`config.mk`:
```
export PLATFORM = sky130hd
export DESIGN_NAME = bram_scan_ctrl
export DESIGN_NICKNAME = d
export VERILOG_FILES = /design/src/rtl/bram_scan_ctrl.sv
export SDC_FILE = /design/constraint.sdc
export NUM_CORES = 1
export LEC_CHECK = 0
export ABC_AREA = 1
export BUFFER_PORTS_ARGS = -buffer_cell sky130_fd_sc_hd__buf_2
export CORE_AREA = 2 2 50 52
export DETAILED_ROUTE_END_ITERATION = 10
export DIE_AREA = 0 0 52 54
export PLACE_DENSITY = 0.82
export SYNTH_ARGS = -nofsm -noshare
export SYNTH_HDL_FRONTEND = slang
export SYNTH_SLANG_ARGS = --single-unit
```
`constraint.sdc`:
```
create_clock -name clk -period 2.4 [get_ports clk]
set_input_delay 0.48 -clock clk [delete_from_list [all_inputs] [get_ports clk]]
set_output_delay 0.48 -clock clk [all_outputs]
set_load 0.01 [all_outputs]
```
`src/rtl/bram_scan_ctrl.sv`:
```
// Scan/write bus master for a dual-port block RAM with a one-cycle registered read.
// Sweeps every address on go and services single-word writes, deferring any that hit the word being read.
module bram_scan_ctrl #(
  parameter int ADDR_W   = 4,
  parameter int DATA_W   = 2,
  parameter int SCAN_GAP = 1
) (
  input  logic              clk,
  input  logic              rst,
  input  logic              go,
  input  logic              wr_req,
  input  logic [ADDR_W-1:0] wr_addr,
  input  logic [DATA_W-1:0] wr_data,
  output logic              wr_ack,
  output logic              ram_w_en,
  output logic [ADDR_W-1:0] ram_w_addr,
  output logic [DATA_W-1:0] ram_w_data,
  output logic              ram_r_en,
  output logic [ADDR_W-1:0] ram_r_addr,
  input  logic [DATA_W-1:0] ram_r_data,
  output logic              out_valid,
  output logic [ADDR_W-1:0] out_addr,
  output logic [DATA_W-1:0] out_data,
  output logic              busy,
  output logic              done
);

  localparam logic [2:0] IDLE    = 3'd0;
  localparam logic [2:0] READ    = 3'd1;
  localparam logic [2:0] CAPTURE = 3'd2;
  localparam logic [2:0] GAP     = 3'd3;
  localparam logic [2:0] DONE    = 3'd4;

  localparam int GAP_W = (SCAN_GAP > 1) ? $clog2(SCAN_GAP) : 1;
  localparam logic [GAP_W-1:0] GAP_LAST =
    GAP_W'((SCAN_GAP > 0) ? SCAN_GAP - 1 : 0);

  logic [2:0]        state;
  logic [2:0]        next_state;
  logic [ADDR_W-1:0] scan_addr;
  logic [ADDR_W-1:0] next_addr;
  logic [GAP_W-1:0]  gap_cnt;
  logic [GAP_W-1:0]  next_gap;
  logic              coll;
  logic              wr_fire;

  always_comb begin
    next_state = state;
    next_addr  = scan_addr;
    next_gap   = gap_cnt;
    case (state)
      IDLE: begin
        if (go) begin
          next_state = READ;
          next_addr  = '0;
        end
      end
      READ: next_state = CAPTURE;
      CAPTURE: begin
        if (scan_addr == '1) begin
          next_state = DONE;
        end else if (SCAN_GAP > 0) begin
          next_state = GAP;
          next_gap   = '0;
        end else begin
          next_state = READ;
          next_addr  = scan_addr + 1'b1;
        end
      end
      GAP: begin
        if (gap_cnt == GAP_LAST) begin
          next_state = READ;
          next_addr  = scan_addr + 1'b1;
        end else begin
          next_gap = gap_cnt + 1'b1;
        end
      end
      DONE: begin
        next_state = IDLE;
        next_addr  = '0;
      end
      default: begin
        next_state = IDLE;
        next_addr  = '0;
      end
    endcase
  end

  // A write landing on the word being read next cycle waits one cycle,
  // so the scan sees the old value; wr_ack stays low and it retries.
  assign coll    = (next_state == READ) && (next_addr == wr_addr);
  assign wr_fire = wr_req && !wr_ack && !coll;

  always_ff @(posedge clk or posedge rst) begin
    if (rst) begin
      state      <= IDLE;
      scan_addr  <= '0;
      gap_cnt    <= '0;
      ram_r_en   <= 1'b0;
      ram_r_addr <= '0;
      out_valid  <= 1'b0;
      out_addr   <= '0;
      out_data   <= '0;
      done       <= 1'b0;
      busy       <= 1'b0;
    end else begin
      state      <= next_state;
      scan_addr  <= next_addr;
      gap_cnt    <= next_gap;
      ram_r_en   <= (next_state == READ);
      ram_r_addr <= next_addr;
      out_valid  <= (state == CAPTURE);
      done       <= (state == CAPTURE) && (scan_addr == '1);
      busy       <= (next_state != IDLE);
      if (state == CAPTURE) begin
        out_addr <= scan_addr;
        out_data <= ram_r_data;
      end
    end
  end

  always_ff @(posedge clk or posedge rst) begin
    if (rst) begin
      wr_ack     <= 1'b0;
      ram_w_en   <= 1'b0;
      ram_w_addr <= '0;
      ram_w_data <= '0;
    end else begin
      wr_ack   <= wr_fire;
      ram_w_en <= wr_fire;
      if (wr_fire) begin
        ram_w_addr <= wr_addr;
        ram_w_data <= wr_data;
      end
    end
  end

endmodule

```
==> metrics.log, run 1 <==
[metrics] critical path class: flip-flop to flip-flop
[metrics] switching share of power: 44.2%
[metrics] slowest cell delay on critical path: 0.49 ns
[metrics] total setup violations reported at the end of the flow: 0
[metrics] vias per std cell: 5.13
[metrics] Avg WL per Cell: 12.5 µm
[metrics] clk sinks: 24
[metrics] post-CTS setup buffer count: 0
[metrics] CTS Buf Count: 3
[metrics] proportion of power drawn by combinational gates: 46.2%
[metrics] core box area: 2320 µm²
[metrics] worst relative slew slack: 40.6%
[metrics] count of maximum capacitance violations: 0
[metrics] Hold Crit Class: input pin to async pin
[metrics] NetSw: 0.713 mW
[metrics] CP Data Required Time: 2.66 ns
[metrics] latest clock arrival within the worst-skew pair: 0.32 ns
[metrics] post-synthesis instance area: 1180 µm²
[metrics] HPWL reported at the end of detailed placement: 1910 µm
[metrics] layout overhead on the synthesized area: 18.9%
[metrics] most common library cell in the layout ignoring fill and taps: sky130_fd_sc_hd__nand2_1
[metrics] Resized cells post-CTS: 0
[metrics] number of antenna violations at the first check in global routing: 0
[metrics] Pre-antenna DRT Iters: 4
[metrics] cell-internal power: 0.900 mW
[metrics] shortest clock period the worst path allows after layout: 1.90 ns
[metrics] I/O Pins: 34
[metrics] via count of the first global-routing pass: 925
[metrics] Detail Route Antenna Nets: 0
[metrics] mean instance size in the synthesized netlist: 8.81 µm²
[metrics] nets@finish: 182
[metrics] YS warnings: 0
[metrics] fraction of final layout cells sized beyond drive strength 1: 33.9%
[metrics] Tightest Pin Transition: 0.889 ns
[metrics] slowest CP cell: sky130_fd_sc_hd__dfrtp_1
[metrics] chip height: 54 µm
[metrics] number of instances in the synthesized netlist: 134
[metrics] clock slew at reported path FFs: 0.13 ns
[metrics] maximum fanout count along the critical path: 7
[metrics] run status: finished clean
[metrics] Clk pwr share: 13.2%
[metrics] CP endpoint kind: flip-flop
[metrics] worst-case clock skew: 0.00623 ns
[metrics] routed vias: 1015
[metrics] overall fraction of global-route tracks in use: 20.5%
[metrics] worst setup margin: 0.504 ns
[metrics] global-route wire length before repair: 4230 µm
[metrics] unrepaired setup endpoints after global routing: no
[metrics] hold buffer count at CTS: 0
[metrics] f_max: 527 MHz
[metrics] PnR Total Power: 1.61 mW
[metrics] startpoint type of the worst setup path: flip-flop
[metrics] sequential share of the synthesized area: 50.9%
[metrics] share of total power in sequential cells: 40.6%
[metrics] clock root cell: sky130_fd_sc_hd__clkbuf_4
[metrics] power per cell area: 1150 nW/µm²
[metrics] Row Count: 18
[metrics] final hold viol count: 0
[metrics] width of the chip: 52 µm
[metrics] Remaining Overflow, GRT: 0
[metrics] most numerous cell on the critical path: sky130_fd_sc_hd__nand2_1
[metrics] final RePlAce weighted congestion: 0.795
[metrics] final number of max-transition violations: 0
[metrics] setup slack at placement: 0.575 ns
[metrics] largest net degree at the start of global routing: 25
[metrics] antenna cell count: 0
[metrics] I/O Buffers: 33
[metrics] clock tree buffer depth: 2
[metrics] leakage component of the power: 0.821 nW
[metrics] Critical Path, Cell by Cell: ha_1 > or2_1 > nand3_1 > nand3_2 > nand2_1 > nand2_1 > nor2_2 > nand2_4 > nand2_4 > nand2_1 > nand2_1
[metrics] initial cell density of the core: 50.9%
[metrics] arrival time at the worst endpoint: 2.15 ns
[metrics] TritonCTS clock tree: built
[metrics] commonest cells after routing, fill and taps aside: sky130_fd_sc_hd__nand2_1, sky130_fd_sc_hd__buf_2, sky130_fd_sc_hd__dfrtp_1
[metrics] Final Routed Wirelength: 2470 µm
[metrics] full die area: 2810 µm²
[metrics] Period Utilization, post-route: 79.0%
[metrics] distinct cell type count of the synthesized netlist: 20
[metrics] remaining design rule violation count: 0
[metrics] Util after Layout: 60.5%
[metrics] number of fill cells: 200
[metrics] sum of negative setup slack: 0 ns
[metrics] worst-case vdd ir drop: 0.000548 V
[metrics] deepest level of the CTS H-tree: 1
[metrics] synthesis-stage register bit count: 24
[metrics] violation count after the first detailed-routing iteration: 22
[metrics] number of nets in the synthesized netlist: 147
==> through the flow <==
stage               std cells  cell area, µm²  hold slack [ns]
CTS                       198            1400            0.362
global route              198            1400            0.359
floorplan                 134            1180            0.495
finish                    198            1400            0.329
detailed placement        194            1370            0.458
global placement          194            1370            0.456
==> kinds of logic (layout without fill, tap and decap cells) <==
logic type | after synthesis | in the layout | synth area share [%]
AND/OR/NAND/NOR | 88 | 88 | 40.4
flip-flops | 24 | 24 | 50.9
adder cells (fa/ha/maj) | 1 | 1 | 1.06
AO/OA/AOI/OAI | 3 | 3 | 1.48
buffers and inverters | 18 | 52 | 6.15
==> power by group through the flow <==
stage / clock (mW) / combinational, mW / sequential (mW)
2_1_floorplan: 0 / 0.490 / 0.695
3_3_place_gp: 0 / 0.731 / 0.654
3_5_place_dp: 0 / 0.750 / 0.661
4_1_cts: 0.216 / 0.753 / 0.653
5_1_grt: 0.232 / 0.857 / 0.672
6_report: 0.213 / 0.746 / 0.654
==> critical path, delay by kind of cell (launching register included) <==
kind | cells | cell delay, ns
fa+ha+maj | 1 | 0.26
flops | 1 | 0.49
simple gates | 10 | 1.08
==> synth_stat cells (all sizes together) <==
| master | n | share of area [%] |
|---|---|---|
| nand2 | 50 | 19 |
| dfrtp | 24 | 51 |
| nand3 | 23 | 13 |
| inv | 15 | 4.8 |
| nand4 | 8 | 4.2 |
| nor2 | 6 | 3.4 |
| clkbuf | 2 | 0.74 |
| o21ai | 2 | 0.85 |
| buf | 1 | 0.64 |
| ha | 1 | 1.1 |
| o21bai | 1 | 0.64 |
| or2 | 1 | 0.53 |
==> registers in the layout, indices dropped and copies added, names as in the netlist <==
name	cells
scan_addr	4
ram_r_en	1
ram_w_en	1
busy	1
state	3
out_addr	4
out_data	2
done	1
ram_w_data	2
ram_w_addr	4
out_valid	1
==> cell type report <==
type / instances / area (µm²) / share of cell area (%)
multi-input combinational: 92 / 507 / 36.1
inverter: 15 / 56.3 / 4.01
timing repair buffer: 33 / 165 / 11.8
clock buffer: 4 / 36.3 / 2.59
tap: 30 / 37.5 / 2.68
sequential: 24 / 601 / 42.8
==> metal layers <==
layer  routed length [µm]  track usage (%)  vias up  share of wire [%]
li1                     -                -      503                  -
met1                 1050             27.8      471                 43
met2                 1230             32.5       35                 50
met3                  143             4.17        6                5.8
met4                   41             7.89        0                1.7
met5                    0                0        -                  0
==> path summary, 6_finish.rpt <==
path | start | end | slack, ns | depth (start not counted)
worst max-delay path | scan_addr[0] | ram_w_addr[1] | 0.50 | 11
worst min-delay path | rst | scan_addr[1] | 0.33 | 2
worst max register to register | scan_addr[0] | ram_w_addr[1] | 0.50 | 11
worst min register to register | ram_w_data[1] | ram_w_data[1] | 0.48 | 2
max in group asynchronous | rst | out_data[1] | 1.53 | 2
min in group clk | ram_r_data[0] | out_data[0] | 0.37 | 3
No activity file was read; power rests on OpenSTA's default activity.
==> inputs of run 2 (changes only) <==
==> config.mk (replaced) <==
export PLATFORM = sky130hd
export DESIGN_NAME = bram_scan_ctrl
export DESIGN_NICKNAME = d
export VERILOG_FILES = /design/src/rtl/bram_scan_ctrl.sv
export SDC_FILE = /design/constraint.sdc
export NUM_CORES = 1
export LEC_CHECK = 0
export ABC_AREA = 0
export BUFFER_PORTS_ARGS = -buffer_cell sky130_fd_sc_hd__buf_2
export CORE_AREA = 2 2 54 56
export DETAILED_ROUTE_END_ITERATION = 10
export DIE_AREA = 0 0 56 58
export PLACE_DENSITY = 0.73
export SYNTH_ARGS = -nofsm -noshare
export SYNTH_HDL_FRONTEND = slang
export SYNTH_SLANG_ARGS = --single-unit
==> constraint.sdc (replaced) <==
create_clock -name clk -period 1.6 [get_ports clk]
set_input_delay 0.32 -clock clk [delete_from_list [all_inputs] [get_ports clk]]
set_output_delay 0.32 -clock clk [all_outputs]
set_load 0.01 [all_outputs]
==> run 2 against run 1 <==
Compared with the run above:
- the flow now finishes with violations (setup timing)
- utilization decreased by 1.7 points
- critical path type unchanged
- via count fell by 8.9%
- clock power increased by 110%
- largest power group unchanged
- first-iteration DRC count shrank 50%
- critical path depth fell by 4
- sequential share of layout area fell by 4.3 points
- flip-flop and latch count unchanged
- die area increased by 16%
- worst setup slack got worse by 1.3 ns
==> metrics.log, run 2 <==
[metrics] sequential share of the synthesized area: 52.6%
[metrics] full die area: 3250 µm²
[metrics] sequential cell area: 603 µm²
[metrics] leakage component of the power: 0.767 nW
[metrics] worst relative slew slack: 73.5%
[metrics] I/O Pins: 34
[metrics] YS warnings: 0
[metrics] final hold viol count: 0
[metrics] worst-case clock skew: 0.00977 ns
[metrics] worst-case vdd ir drop: 0.00115 V
[metrics] CTS Buf Count: 3
[metrics] clock slew at reported path FFs: 0.14 ns
[metrics] Pre-antenna DRT Iters: 4
[metrics] predominant post-synthesis flop cell: sky130_fd_sc_hd__dfrtp_1
[metrics] number of nets in the synthesized netlist: 104
[metrics] CP Data Required Time: 1.81 ns
[metrics] total setup violations reported at the end of the flow: 7
[metrics] shortest clock period the worst path allows after layout: 2.35 ns
[metrics] hold buffer count at CTS: 0
[metrics] arrival time at the worst endpoint: 2.56 ns
[metrics] chip height: 58 µm
[metrics] post-synthesis instance area: 1140 µm²
[metrics] HPWL reported at the end of detailed placement: 1910 µm
[metrics] Avg WL per Cell: 14.3 µm
[metrics] via count of the first global-routing pass: 963
[metrics] startpoint of the most critical register-to-register path: scan_addr[0]
[metrics] antenna cell count: 0
[metrics] cell with the most instances after synthesis: sky130_fd_sc_hd__dfrtp_1
[metrics] layout overhead on the synthesized area: 36.9%
[metrics] routed vias: 925
[metrics] startpoint type of the worst setup path: flip-flop
[metrics] clock tree buffer depth: 2
[metrics] final RePlAce weighted congestion: 0.890
[metrics] distinct cell type count of the synthesized netlist: 36
[metrics] number of instances in the synthesized netlist: 91
[metrics] run status: finished, violations left
[metrics] most common library cell in the layout ignoring fill and taps: sky130_fd_sc_hd__buf_2
[metrics] maximum fanout count along the critical path: 6
[metrics] initial cell density of the core: 42.9%
[metrics] top-area cell type share of the netlist area: 52.6%
[metrics] placed cells: 172
[metrics] unrepaired setup endpoints after global routing: yes
[metrics] I/O Buffers: 33
[metrics] remaining design rule violation count: 0
[metrics] Remaining Overflow, GRT: 0
[metrics] number of synthesized flops with an enable pin: 0
[metrics] latest clock arrival within the worst-skew pair: 0.32 ns
[metrics] global-route wire length before repair: 4260 µm
[metrics] proportion of synthesized flip-flops having asynchronous set or reset: 100%
[metrics] clock root cell: sky130_fd_sc_hd__clkbuf_4
[metrics] critical path class: flip-flop to flip-flop
[metrics] endpoint of the lowest-slack register-to-register path: ram_w_data[1]
[metrics] Worst Hold Slack: 0.0124 ns
[metrics] synth top area cells: sky130_fd_sc_hd__dfrtp_1, sky130_fd_sc_hd__mux2_2, sky130_fd_sc_hd__mux2_4, sky130_fd_sc_hd__nand3_1, sky130_fd_sc_hd__a21oi_1
[metrics] violation count after the first detailed-routing iteration: 11
[metrics] worst setup margin: -0.750 ns
[metrics] width of the chip: 56 µm
[metrics] commonest cells after routing, fill and taps aside: sky130_fd_sc_hd__buf_2, sky130_fd_sc_hd__dfrtp_1, sky130_fd_sc_hd__buf_4
[metrics] core box area: 2660 µm²
[metrics] number of fill cells: 241
[metrics] final number of max-transition violations: 0
[metrics] violated checks: setup timing
[metrics] overall fraction of global-route tracks in use: 17.0%
[metrics] Hold Crit Class: input pin to async pin
[metrics] Finished Layout Cells: 178
[metrics] number of antenna violations at the first check in global routing: 0
[metrics] f_max: 426 MHz
[metrics] R2R Setup Slk: -0.75 ns
[metrics] Final Routed Wirelength: 2540 µm
[metrics] Period Utilization, post-route: 147%
[metrics] synthesis-stage register bit count: 24
[metrics] largest registers: out_addr: 4 flops, ram_w_addr: 4 flops, scan_addr: 4 flops
[metrics] fraction of final layout cells sized beyond drive strength 1: 56.5%
[metrics] endpoint of the worst setup timing path: ram_w_data[1]
[metrics] Util after Layout: 58.7%
[metrics] nets@finish: 161
[metrics] count of maximum capacitance violations: 0
[metrics] dominant cell type by area after synthesis: sky130_fd_sc_hd__dfrtp_1
[metrics] power per cell area: 1970 nW/µm²
[metrics] Row Count: 19
[metrics] multi-input logic area: 517 µm²
[metrics] commonest cells in the synthesized netlist: sky130_fd_sc_hd__dfrtp_1, sky130_fd_sc_hd__mux2_2, sky130_fd_sc_hd__nand3_1
[metrics] vias per std cell: 5.20
[metrics] setup slack at placement: -0.739 ns
[metrics] largest net degree at the start of global routing: 25
[metrics] sum of negative setup slack: -4.85 ns
[metrics] mean instance size in the synthesized netlist: 12.6 µm²
[metrics] deepest level of the CTS H-tree: 1
[metrics] Tightest Pin Transition: 0.397 ns
[metrics] startpoint of the most critical setup path: scan_addr[0]
[metrics] CP endpoint kind: flip-flop
[metrics] Detail Route Antenna Nets: 0
[metrics] clk sinks: 24
[metrics] TritonCTS clock tree: built
[metrics] worst r2r path cells: 7
run 2: cell types whose count changed in the layout (fill, tap and decap cells not counted), sizes merged, moves of 2 or more:
| cell | before | now |
|---|---|---|
| buf | 33 | 56 |
| nor3 | 0 | 2 |
| nor4 | 0 | 2 |
| nand4 | 8 | 0 |
| xnor2 | 0 | 2 |
| nand2 | 50 | 2 |
| inv | 15 | 3 |
| nand2b | 0 | 2 |
| a21oi | 0 | 7 |
| and4 | 0 | 2 |
| nand3 | 23 | 6 |
| mux2 | 0 | 12 |
run 2: metrics by stage:
stage / total power [mW] / cell area, µm²
CTS: 3.04 / 1540
global placement: 2.49 / 1480
floorplan: 1.92 / 1150
global route: 3.29 / 1560
finish: 3.07 / 1560
detailed placement: 2.56 / 1480
run 2: how the worst min path moves through the flow:
stage	startpoint	to	slack [ns]
global placement	rst	ram_w_data[0]	0.37
finish	rst	ram_w_addr[1]	0.01
global route	rst	ram_w_addr[1]	0.04
CTS	rst	ram_w_addr[1]	0.02
floorplan	rst	busy	0.33
detailed placement	rst	ram_w_addr[2]	0.38
run 2: logic make-up after synthesis:
kind of cell	count (synthesis)	share of synthesized area, %
adder cells (fa/ha/maj)	1	1.10
buffers and inverters	7	3.94
XOR/XNOR	2	1.53
AO/OA/AOI/OAI	17	11.3
AND/OR/NAND/NOR	28	16.1
multiplexers	12	13.5
flip-flops	24	52.6
run 2: layout make-up:
cell class / instances / area share (%)
clock buffers: 3 / 1.44
flip-flops and latches: 24 / 38.6
repair buffers: 56 / 21.8
clock inverters: 1 / 1.92
multi-input cells: 60 / 33.0
inverters: 3 / 0.720
well taps: 31 / 2.48
run 2: power by group:
part	internal, mW	total (mW)	switching, mW
sequential	0.849	1.03	0.177
combinational	0.861	1.61	0.746
clock	0.253	0.442	0.189
total	1.96	3.07	1.11
run 2: worst max-delay path: stages, from the launching register on:
cell and delay, ns:
sky130_fd_sc_hd__dfrtp_2 0.43, sky130_fd_sc_hd__ha_1 0.28, sky130_fd_sc_hd__and3b_2 0.22, sky130_fd_sc_hd__or4_4 0.50
sky130_fd_sc_hd__o21ai_4 0.16, sky130_fd_sc_hd__nor4_4 0.06, sky130_fd_sc_hd__a21oi_4 0.26, sky130_fd_sc_hd__mux2_4 0.33
run 2: timing repair:
action	CTS	global route
pin swaps	1	0
gates cloned	0	0
setup endpoints to repair	7	9
setup buffers	0	2
hold endpoints to repair	0	0
resized for setup	2	5
run 2: layer usage:
metal / share of wire (%) / vias up / track usage, %
li1: - / 446 / -
met1: 45 / 453 / 21.4
met2: 49 / 24 / 28.1
met3: 4.8 / 2 / 3.57
met4: 0.91 / 0 / 8.16
met5: 0 / - / 0
==> inputs of run 3 (changes only) <==
--- a/config.mk
+++ b/config.mk
@@ -7,10 +7,11 @@
 export LEC_CHECK = 0
 export ABC_AREA = 0
 export BUFFER_PORTS_ARGS = -buffer_cell sky130_fd_sc_hd__buf_2
-export CORE_AREA = 2 2 54 56
+export CORE_AREA = 2 2 49 51
+export CTS_BUF_LIST = sky130_fd_sc_hd__clkbuf_4 sky130_fd_sc_hd__clkbuf_8
 export DETAILED_ROUTE_END_ITERATION = 10
-export DIE_AREA = 0 0 56 58
-export PLACE_DENSITY = 0.73
+export DIE_AREA = 0 0 51 53
+export PLACE_DENSITY = 0.83
 export SYNTH_ARGS = -nofsm -noshare
 export SYNTH_HDL_FRONTEND = slang
 export SYNTH_SLANG_ARGS = --single-unit
==> constraint.sdc (replaced) <==
create_clock -name clk -period 2.75 [get_ports clk]
set_input_delay 0.55 -clock clk [delete_from_list [all_inputs] [get_ports clk]]
set_output_delay 0.55 -clock clk [all_outputs]
set_load 0.01 [all_outputs]
==> run 3 against run 2 <==
Compared with the run above:
- the flow now finishes without violations
- die area down 17%
- sequential power down 39%
- cell count down 15%
- utilization up 3.6 points
- hold slack better by 0.40 ns
- via count down 5.8%
- total power down 53%
- sequential share of layout area up 6.3 points
- flip-flop and latch count unchanged
- largest power group unchanged
==> metrics.log, run 3 (synthesis results as in run 2) <==
[metrics] run status: finished clean
[metrics] leakage component of the power: 0.641 nW
[metrics] cell-internal power: 0.871 mW
[metrics] chip height: 53 µm
[metrics] most common library cell in the layout ignoring fill and taps: sky130_fd_sc_hd__buf_2
[metrics] arrival time at the worst endpoint: 2.64 ns
[metrics] clock tree buffer depth: 2
[metrics] total setup violations reported at the end of the flow: 0
[metrics] power per cell area: 1080 nW/µm²
[metrics] Avg WL per Cell: 13.9 µm
[metrics] Hold Crit Class: input pin to async pin
[metrics] worst-case clock skew: 0.00193 ns
[metrics] largest net degree at the start of global routing: 25
[metrics] CTS Buf Count: 3
[metrics] I/O Pins: 34
[metrics] final RePlAce weighted congestion: 0.862
[metrics] slowest CP cell: sky130_fd_sc_hd__dfrtp_1
[metrics] proportion of power drawn by combinational gates: 46.4%
[metrics] f_max: 410 MHz
[metrics] sum of negative setup slack: 0 ns
[metrics] Remaining Overflow, GRT: 0
[metrics] Worst Hold Slack: 0.411 ns
[metrics] vias per std cell: 5.73
[metrics] overall fraction of global-route tracks in use: 16.1%
[metrics] busiest layer in global routing: met2
[metrics] post-CTS setup buffer count: 0
[metrics] Resized cells post-CTS: 0
[metrics] CP Data Required Time: 2.95 ns
[metrics] TritonCTS clock tree: built
[metrics] global-route wire length before repair: 3260 µm
[metrics] clk sinks: 24
[metrics] latest clock arrival within the worst-skew pair: 0.30 ns
[metrics] switching share of power: 39.6%
[metrics] Clk pwr share: 10.0%
[metrics] count of maximum capacitance violations: 0
[metrics] commonest cells after routing, fill and taps aside: sky130_fd_sc_hd__buf_2, sky130_fd_sc_hd__dfrtp_1, sky130_fd_sc_hd__mux2_2
[metrics] critical path class: flip-flop to flip-flop
[metrics] met1 track demand over resource: 20.4%
[metrics] deepest level of the CTS H-tree: 1
[metrics] met2 track utilization from global routing: 25.5%
[metrics] antenna cell count: 0
[metrics] routed vias: 871
[metrics] startpoint type of the worst setup path: flip-flop
[metrics] slowest cell delay on critical path: 0.46 ns
[metrics] clock slew at reported path FFs: 0.11 ns
[metrics] clock root cell: sky130_fd_sc_hd__clkbuf_4
[metrics] layout overhead on the synthesized area: 17.2%
[metrics] Final Routed Wirelength: 2110 µm
[metrics] HPWL reported at the end of detailed placement: 1630 µm
[metrics] largest registers: out_addr: 4 flops, ram_w_addr: 4 flops, scan_addr: 4 flops
[metrics] Pre-antenna DRT Iters: 4
[metrics] unrepaired setup endpoints after global routing: no
[metrics] Period Utilization, post-route: 88.6%
[metrics] violation count after the first detailed-routing iteration: 21
[metrics] nets@finish: 139
[metrics] shortest clock period the worst path allows after layout: 2.44 ns
[metrics] worst relative slew slack: 41.6%
[metrics] final hold viol count: 0
[metrics] initial cell density of the core: 53.2%
[metrics] worst-case vdd ir drop: 0.000539 V
[metrics] number of fill cells: 178
[metrics] routing usage on met3: 3.39%
[metrics] CP endpoint kind: flip-flop
[metrics] final number of max-transition violations: 0
[metrics] core box area: 2150 µm²
[metrics] Tightest Pin Transition: 0.876 ns
[metrics] I/O Buffers: 33
[metrics] remaining design rule violation count: 0
[metrics] fraction of final layout cells sized beyond drive strength 1: 43.5%
[metrics] full die area: 2700 µm²
[metrics] number of antenna violations at the first check in global routing: 0
[metrics] via count of the first global-routing pass: 769
[metrics] hold buffer count at CTS: 0
[metrics] Detail Route Antenna Nets: 0
[metrics] NetSw: 0.572 mW
[metrics] Critical Path, Cell by Cell: ha_1 > and3b_1 > or4_1 > o21ai_1 > nor4_4 > a21oi_4 > mux2_4
[metrics] maximum fanout count along the critical path: 6
[metrics] Row Count: 17
[metrics] width of the chip: 51 µm
[metrics] share of total power in sequential cells: 43.7%
[run 3: metrics by stage]
| stage | utilization (%) | setup WS (ns) | power [mW] | std cells | instance area [µm²] |
|---|---|---|---|---|---|
| global placement | 61.3 | 0.427 | 1.28 | 149 | 1320 |
| floorplan | - | 0.397 | 1.11 | 91 | 1140 |
| finish | 62.3 | 0.314 | 1.44 | 152 | 1340 |
| CTS | 62.3 | 0.313 | 1.46 | 152 | 1340 |
| detailed placement | 61.3 | 0.324 | 1.31 | 149 | 1320 |
| global route | 62.3 | 0.220 | 1.55 | 152 | 1340 |
[run 3: metal layers]
metal / up-vias / part of all wire, %
met5: - / 0
met4: 0 / 1.4
met3: 4 / 6.4
met2: 32 / 51
met1: 431 / 41
li1: 404 / -
[run 3: layout make-up]
| type | instances | area (µm²) | share of cell area, % |
|---|---|---|---|
| clock buffers | 3 | 22.5 | 1.68 |
| inverters | 3 | 11.3 | 0.841 |
| multi-input cells | 60 | 497 | 37.1 |
| flip-flops and latches | 24 | 601 | 44.9 |
| well taps | 28 | 35.0 | 2.62 |
| repair buffers | 34 | 173 | 12.9 |
[run 3: path summary, 6_finish.rpt]
kind,from,endpoint,slack [ns],cells after the start
min in group clk,wr_data[1],ram_w_data[1],0.47,2
worst min register to register,out_addr[0],out_addr[0],0.52,1
worst max-delay path,scan_addr[1],ram_w_data[0],0.31,7
worst min-delay path,rst,out_addr[2],0.41,2
worst max register to register,scan_addr[1],ram_w_data[0],0.31,7
max in group asynchronous,rst,out_data[0],1.81,2
[run 3: worst max-delay path, delay by kind of cell, from the launching register on]
family | cells | cell delay (ns)
compound gates | 2 | 0.51
fa+ha+maj | 1 | 0.30
flops | 1 | 0.46
mux | 1 | 0.33
simple gates | 3 | 0.73
[run 3: power groups by stage]
stage                     logic (mW)  clock network [mW]  registers [mW]
after floorplan                0.448                   0           0.658
after global placement         0.654                   0           0.628
after detailed placement       0.678                   0           0.637
after CTS                      0.679               0.150           0.629
after global routing           0.733               0.166           0.654
final                          0.669               0.144           0.630
